--- config.mk ---
export PLATFORM = sky130hd
export DESIGN_NAME = mem_arbiter
export DESIGN_NICKNAME = d
export VERILOG_FILES = /design/src/rtl/mips_pkg.sv /design/src/rtl/mem_arbiter.sv
export SDC_FILE = /design/constraint.sdc
export NUM_CORES = 1
export LEC_CHECK = 0
export BUFFER_PORTS_ARGS = -buffer_cell sky130_fd_sc_hd__buf_2
export CAP_MARGIN = 10
export CORE_MARGIN = 4
export CORE_UTILIZATION = 52
export CTS_BUF_LIST = sky130_fd_sc_hd__clkbuf_4 sky130_fd_sc_hd__clkbuf_8
export DETAILED_ROUTE_END_ITERATION = 12
export PLACE_DENSITY_LB_ADDON = 0.08
export SLEW_MARGIN = 20
export SYNTH_ARGS = -nofsm -noshare
export SYNTH_HDL_FRONTEND = slang
export SYNTH_SLANG_ARGS = --single-unit
--- constraint.sdc ---
create_clock -name clock -period 2.68 [get_ports clock]
set_clock_uncertainty 0.1 [all_clocks]
set_input_delay 0.402 -clock clock [delete_from_list [all_inputs] [get_ports clock]]
set_output_delay 0.402 -clock clock [all_outputs]
set_load 0.02 [all_outputs]
--- src/rtl/mips_pkg.sv ---
// Shared definitions for the MIPS memory subsystem.
// FSM state codes and transaction owner encoding.
package mips_pkg;

  localparam logic [1:0] IDLE   = 2'd0;
  localparam logic [1:0] ACCESS = 2'd1;
  localparam logic [1:0] RESP   = 2'd2;

  localparam logic OWN_IF = 1'b0;
  localparam logic OWN_D  = 1'b1;

endpackage

--- src/rtl/mem_arbiter.sv ---
// Arbiter sharing one single-port memory between fetch and data ports.
// One transaction in flight; data wins unless fetch has been starved.
module mem_arbiter
  import mips_pkg::*;
#(
  parameter int ADDR_W     = 32,
  parameter int DATA_W     = 32,
  parameter int MEM_LAT    = 2,
  parameter int MAX_DBURST = 4
) (
  input  logic              clock,
  input  logic              reset,
  input  logic              if_req,
  input  logic [ADDR_W-1:0] if_addr,
  output logic [DATA_W-1:0] if_rdata,
  output logic              if_ack,
  input  logic              d_req,
  input  logic              d_we,
  input  logic [ADDR_W-1:0] d_addr,
  input  logic [DATA_W-1:0] d_wdata,
  output logic [DATA_W-1:0] d_rdata,
  output logic              d_ack,
  output logic              mem_en,
  output logic              mem_we,
  output logic [ADDR_W-1:0] mem_addr,
  output logic [DATA_W-1:0] mem_wdata,
  input  logic [DATA_W-1:0] mem_rdata,
  output logic              stall
);

  function automatic int cw(input int v);
    int r;
    r = 0;
    while ((1 << r) < v) r++;
    return r;
  endfunction

  localparam int LW = cw(MEM_LAT + 1);
  localparam int BW = cw(MAX_DBURST + 1);
  localparam logic [LW-1:0] LAT_LD = LW'(MEM_LAT - 1);
  localparam logic [BW-1:0] BMAX = BW'(MAX_DBURST);

  logic [1:0]    state;
  logic          owner;
  logic          d_store;
  logic [LW-1:0] lat_cnt;
  logic [BW-1:0] burst_cnt;
  logic          pick_d;
  logic          pick_if;

  // Fetch only overtakes a pending data request once starved.
  assign pick_d  = d_req & (~if_req | (burst_cnt != BMAX));
  assign pick_if = if_req & ~pick_d;

  assign stall = (if_req & ~if_ack) | (d_req & ~d_ack);

  always_ff @(posedge clock or negedge reset) begin
    if (!reset) begin
      state     <= IDLE;
      owner     <= OWN_IF;
      d_store   <= 1'b0;
      lat_cnt   <= '0;
      burst_cnt <= '0;
      if_rdata  <= '0;
      if_ack    <= 1'b0;
      d_rdata   <= '0;
      d_ack     <= 1'b0;
      mem_en    <= 1'b0;
      mem_we    <= 1'b0;
      mem_addr  <= '0;
      mem_wdata <= '0;
    end else begin
      if_ack <= 1'b0;
      d_ack  <= 1'b0;
      case (state)
        IDLE: begin
          if (pick_d) begin
            owner     <= OWN_D;
            d_store   <= d_we;
            mem_addr  <= d_addr;
            mem_wdata <= d_wdata;
            mem_we    <= d_we;
            mem_en    <= 1'b1;
            lat_cnt   <= LAT_LD;
            state     <= ACCESS;
            if (!if_req)
              burst_cnt <= '0;
            else if (burst_cnt != BMAX)
              burst_cnt <= burst_cnt + 1'b1;
          end else if (pick_if) begin
            owner     <= OWN_IF;
            d_store   <= 1'b0;
            mem_addr  <= if_addr;
            mem_wdata <= '0;
            mem_we    <= 1'b0;
            mem_en    <= 1'b1;
            lat_cnt   <= LAT_LD;
            burst_cnt <= '0;
            state     <= ACCESS;
          end
        end
        ACCESS: begin
          mem_we <= 1'b0;
          if (lat_cnt == '0) begin
            mem_en <= 1'b0;
            state  <= RESP;
            if (owner == OWN_IF) begin
              if_rdata <= mem_rdata;
              if_ack   <= 1'b1;
            end else begin
              if (!d_store) d_rdata <= mem_rdata;
              d_ack <= 1'b1;
            end
          end else begin
            lat_cnt <= lat_cnt - 1'b1;
          end
        end
        RESP:    state <= IDLE;
        default: state <= IDLE;
      endcase
    end
  end

endmodule
; After elaboration in Yosys (flattened, before gate mapping)
; Index checks and enable logic that the tools add are counted.
[word_totals]
reg_bits = 141
input_bits = 133
[classes]
n_reduce_logical = 12
muxes = 28
add_sub_neg = 2
n_eq_ne = 6
bitwise = 12
[ops]
columns = operator, count
row1 = 2-to-1 mux 32 bit, 4
row2 = 2-to-1 mux 1 bit, 12
row3 = 2-to-1 mux 3 bit, 4
row4 = AND reduction 3 bit, 4
row5 = 2-to-1 mux 2 bit, 4
row6 = one-hot mux 2 bit (2 select lines), 2
row7 = inequality test 3 bit (second input constant), 2
row8 = NOT 1 bit, 6
row9 = AND reduction 2 bit, 3
row10 = AND 1 bit, 4
row11 = zero test 2 bit, 2
row12 = inequality test 2 bit (second input constant), 2
row13 = one-hot mux 1 bit (2 select lines), 2
row14 = AND reduction 4 bit, 1
row15 = nonzero test 2 bit, 2
row16 = adder 3 x 1 -> 3 bit (second input constant), 1
row17 = inequality test 3 x 2 -> 1 bit (second input constant), 1
row18 = == test 2 x 1 -> 1 bit (second input constant), 1
row19 = bitwise OR 1 bit, 2
row20 = subtractor 2 x 1 -> 2 bit (second input constant), 1

; Depth between registers and ports, before layout
[logic_depth]
ltp_word = 8
mapped_depth = 7
ltp_nobuf = 5

; Worst setup path after synthesis
; OpenSTA, ideal clock, no wires.
[synth_timing]
kind = reg2reg
start = register lat_cnt[0]
end = register d_rdata[10]
path_slack_ps = 898
n_path_buf = 1
stages_incl_launch_ff = 7
arrival_time_ps = 1557
period_less_slack_ps = 1782
required_ps = 2455
path_cell_list = dfrtp_1 -> inv_1 -> ha_1 -> nand3b_4 -> nor3b_4 -> buf_6 -> mux2_2
[synth_via]
elab_chain_len = 2
[synth_rtl]
columns = element, line
row1 = "start, declared", mem_arbiter.sv:46  ; logic [LW-1:0] lat_cnt;
row2 = "start signal, assigned", mem_arbiter.sv:115  ; lat_cnt <= lat_cnt - 1'b1;
row3 = zero test 2 bit, mem_arbiter.sv:104  ; if (lat_cnt == '0) begin
row4 = AND reduction 4 bit (no line), n/a
row5 = "end signal, assigned", mem_arbiter.sv:111  ; if (!d_store) d_rdata <= mem_rdata;
row6 = "end, declared", mem_arbiter.sv:21  ; output logic [DATA_W-1:0] d_rdata,
; No other way between the ends.
; A chain may end at the register's enable or synchronous reset.

; Worst setup path in the final report
[layout_timing]
start = register lat_cnt[0]
end = register d_rdata[13]
; The elaborated chain is that of the path after synthesis.

==> flow_metrics.py <==
metrics = {
    "run_status": {
        "status": "completed",
    },
    "power": {
        "combPwrFrac_pct": 45.0,
        "p_leak_nw": 3.799,
        "p_total_w": 0.01019,
        "switching_share_pct": 40.92,
        "power.internal_w": 0.006020,
        "seqPwrFrac_pct": 36.3,
        "switchingPower_w": 0.004170,
        "power.share.clock_pct": 18.8,
        "powerDensity_mw_per_mm2": 1322,
        "irDropWorstVdd_mv": 0.7414,
    },
    "setup_path": {
        "max_stage_delay_ns": 0.40,
        "cp_max_fo": 32,
        "crit_required_ns": 2.88,
        "critPathArrivalTime_ns": 2.24,
        "crit_type": "flip-flop to flip-flop",
        "cp_cell_sequence": "inv_1 -> ha_1 -> nand3b_4 -> nor3b_4 -> buf_4 -> mux2_2",
        "cp_slowest_cell": "buf_4",
        "path_buf_inv": 2,
        "cp_top_family": "buffers and inverters",
        "startpoint_type": "flip-flop",
        "cp-end-kind": "flip-flop",
    },
    "global_routing": {
        "grt_max_degree": 62,
        "antenna_found_initial": 0,
        "grt_first_pass_wirelength_um": 24980,
        "grt_pass1_vias": 4900,
        "grt_overflow": 0,
        "track_usage_pct": 24.30,
    },
    "timing": {
        "fin_crit_ns": 2.040,
        "tns_ns": 0,
        "post-route-period-util_pct": 76.11,
        "hold_violations": 0,
        "tightest_slew_ns": 0.6608,
        "slew_viol_final": 0,
        "layout_setup_ws_ns": 0.6402,
        "fmax_ghz": 0.4902,
        "setup_viol": 0,
        "relSlewSlack_pct": 55.79,
        "timing.hold.ws_ns": 0.09087,
        "rsz0062_at_grt": "no",
    },
    "yosys": {
        "yosys_warnings": 0,
        "synthCells": 452,
        "synth_area_sq_mm": 0.005821,
        "ys_seq_elements": 141,
        "synth_top_area_share_pct": 60.62,
        "syn_area_per_cell_sq_um": 12.88,
        "ys_seq_area_share_pct": 60.62,
        "synthTopCellsByArea": "dfrtp_1 61%, mux2_2 12%, a22o_1 5.0%",
        "synth.distinct_cells": 39,
        "syn_nets": 588,
        "yosys.area.top_type": "dfrtp_1",
    },
    "clock_tree": {
        "clock_latency_ns": 0.42,
        "clk_path_buf_depth": 2,
        "cts-root-buf": "clkbuf_8",
        "cts_resized": 0,
        "cts.htree.levels": 4,
        "cts_buffers": 17,
        "cts_tree": "done",
        "clk_pin_slew_worst_paths_ns": 0.08,
        "cts.sinks": 141,
    },
    "placement": {
        "pre_cts_ws_ns": 0.6357,
        "io_buffer_count": 265,
        "detailed_place.area_sq_mm": 0.007244,
        "gp_congestion": 0.8514,
        "dp_hpwl_um": 11100,
    },
    "cells_and_area": {
        "multi_input_area_sq_mm": 0.002057,
        "layout-drive-gt1-share_pct": 52.77,
        "layout_commonest_cell": "buf_2",
        "fin_nets": 845,
        "fin_area_sq_mm": 0.007709,
        "area_growth_pct": 32.44,
        "final_cell_mix": "264 x buf_2, 141 x dfrtp_1, 62 x mux2_2",
        "fill_cells": 813,
        "antenna_cells": 0,
        "seqCellArea_sq_mm": 0.003528,
    },
    "floorplanning": {
        "die_h_um": 113.8,
        "die_w_um": 113.8,
        "dieArea_sq_mm": 0.01295,
        "num_rows": 38,
        "initial_utilization_pct": 53.46,
        "ios": 266,
        "core_sq_mm": 0.01089,
    },
    "routing": {
        "ant_nets": 0,
        "num_vias": 4752,
        "wl_per_cell_um": 18.26,
        "post-route-drc-count": 0,
        "firstDrtPassIters": 5,
        "drt_iter0_markers": 476,
        "routed_wl_um": 15740,
        "routed_via_density": 5.513,
    },
    "job": {
        "maxCapViolCount": 0,
    },
    "hold_path": {
        "worstHoldPathType": "input pin to flip-flop",
    },
}
## what timing repair did
item,in CTS,in global routing
buffers inserted,0,0
hold buffers,1,0
hold endpoints to repair,59,0
## registers in the layout, summed over array words and instances, names as in the netlist
signal / flops
burst_cnt: 3
d_ack: 1
d_rdata: 32
d_store: 1
if_ack: 1
if_rdata: 32
lat_cnt: 2
mem_addr: 32
mem_en: 1
mem_wdata: 32
mem_we: 1
owner: 1
state: 2
## cells in the mapped netlist, drive strengths merged
| library cell | n |
|---|---|
| nor3b | 3 |
| dfrtp | 141 |
| nand2b | 1 |
| and2 | 1 |
| nand3 | 33 |
| a21o | 1 |
| o22ai | 1 |
| nand2 | 3 |
| o2bb2ai | 1 |
| o21ai | 33 |
| ha | 3 |
| nor2b | 1 |
| nor2 | 4 |
| clkbuf | 24 |
| nand4b | 1 |
| o32ai | 1 |
| mux2i | 1 |
| mux2 | 64 |
| nand3b | 1 |
| or2 | 2 |
| a21oi | 3 |
| a22o | 33 |
| nand4 | 32 |
| inv | 9 |
| buf | 18 |
| a31o | 1 |
| a31oi | 1 |
| a32o | 1 |
| o211ai | 32 |
| and3 | 2 |
## final cells by class
cell class	count	area share (%)
clock buffers	18	3.214
clock inverters	14	2.678
inverters	9	0.4382
multi-input cells	260	26.68
flip-flops and latches	141	45.77
well taps	140	2.272
repair buffers	280	18.94
## cells by family (layout without fill, tap and decap cells)
| kind of cell | Yosys count | in the layout | synth area share [%] |
|---|---|---|---|
| buf+inv | 51 | 321 | 4.256 |
| mux | 65 | 65 | 12.55 |
| simple gates | 84 | 84 | 8.771 |
| compound gates | 108 | 108 | 13.16 |
| flops | 141 | 141 | 60.62 |
| fa+ha+maj | 3 | 3 | 0.6450 |
## through the flow
step / utilization [%] / std cells
6_report: 70.80 / 862
5_1_grt: 70.80 / 862
4_1_cts: 70.80 / 862
3_5_place_dp: 66.54 / 829
3_3_place_gp: 66.54 / 829
2_1_floorplan: - / 452
## path summary, 6_finish.rpt
check,startpoint,endpoint,slack (ns),depth (start not counted)
min reg2reg,mem_en,mem_en,0.39,2
min in group asynchronous,reset,if_rdata[7],0.41,2
min,d_wdata[31],mem_wdata[31],0.09,2
max in group asynchronous,reset,mem_wdata[29],1.28,3
max,lat_cnt[0],d_rdata[13],0.64,6
max reg2reg,lat_cnt[0],d_rdata[13],0.64,6
## layer usage
layer	wire length, um	up-vias	GRT usage [%]
met5	0	-	0
met4	178	0	8.155
met3	1370	17	6.313
met2	7960	205	39.89
met1	6230	2329	31.70
li1	-	2201	-
## power groups by stage
stage	combinational, W	clock (W)	sequential (W)
2_1_floorplan	0.00191	0	0.00484
3_3_place_gp	0.00450	0	0.00369
3_5_place_dp	0.00464	0	0.00372
4_1_cts	0.00464	0.00195	0.00370
5_1_grt	0.00494	0.00205	0.00384
6_report	0.00458	0.00191	0.00369
Note: power is estimated with default switching activity, not from simulation.
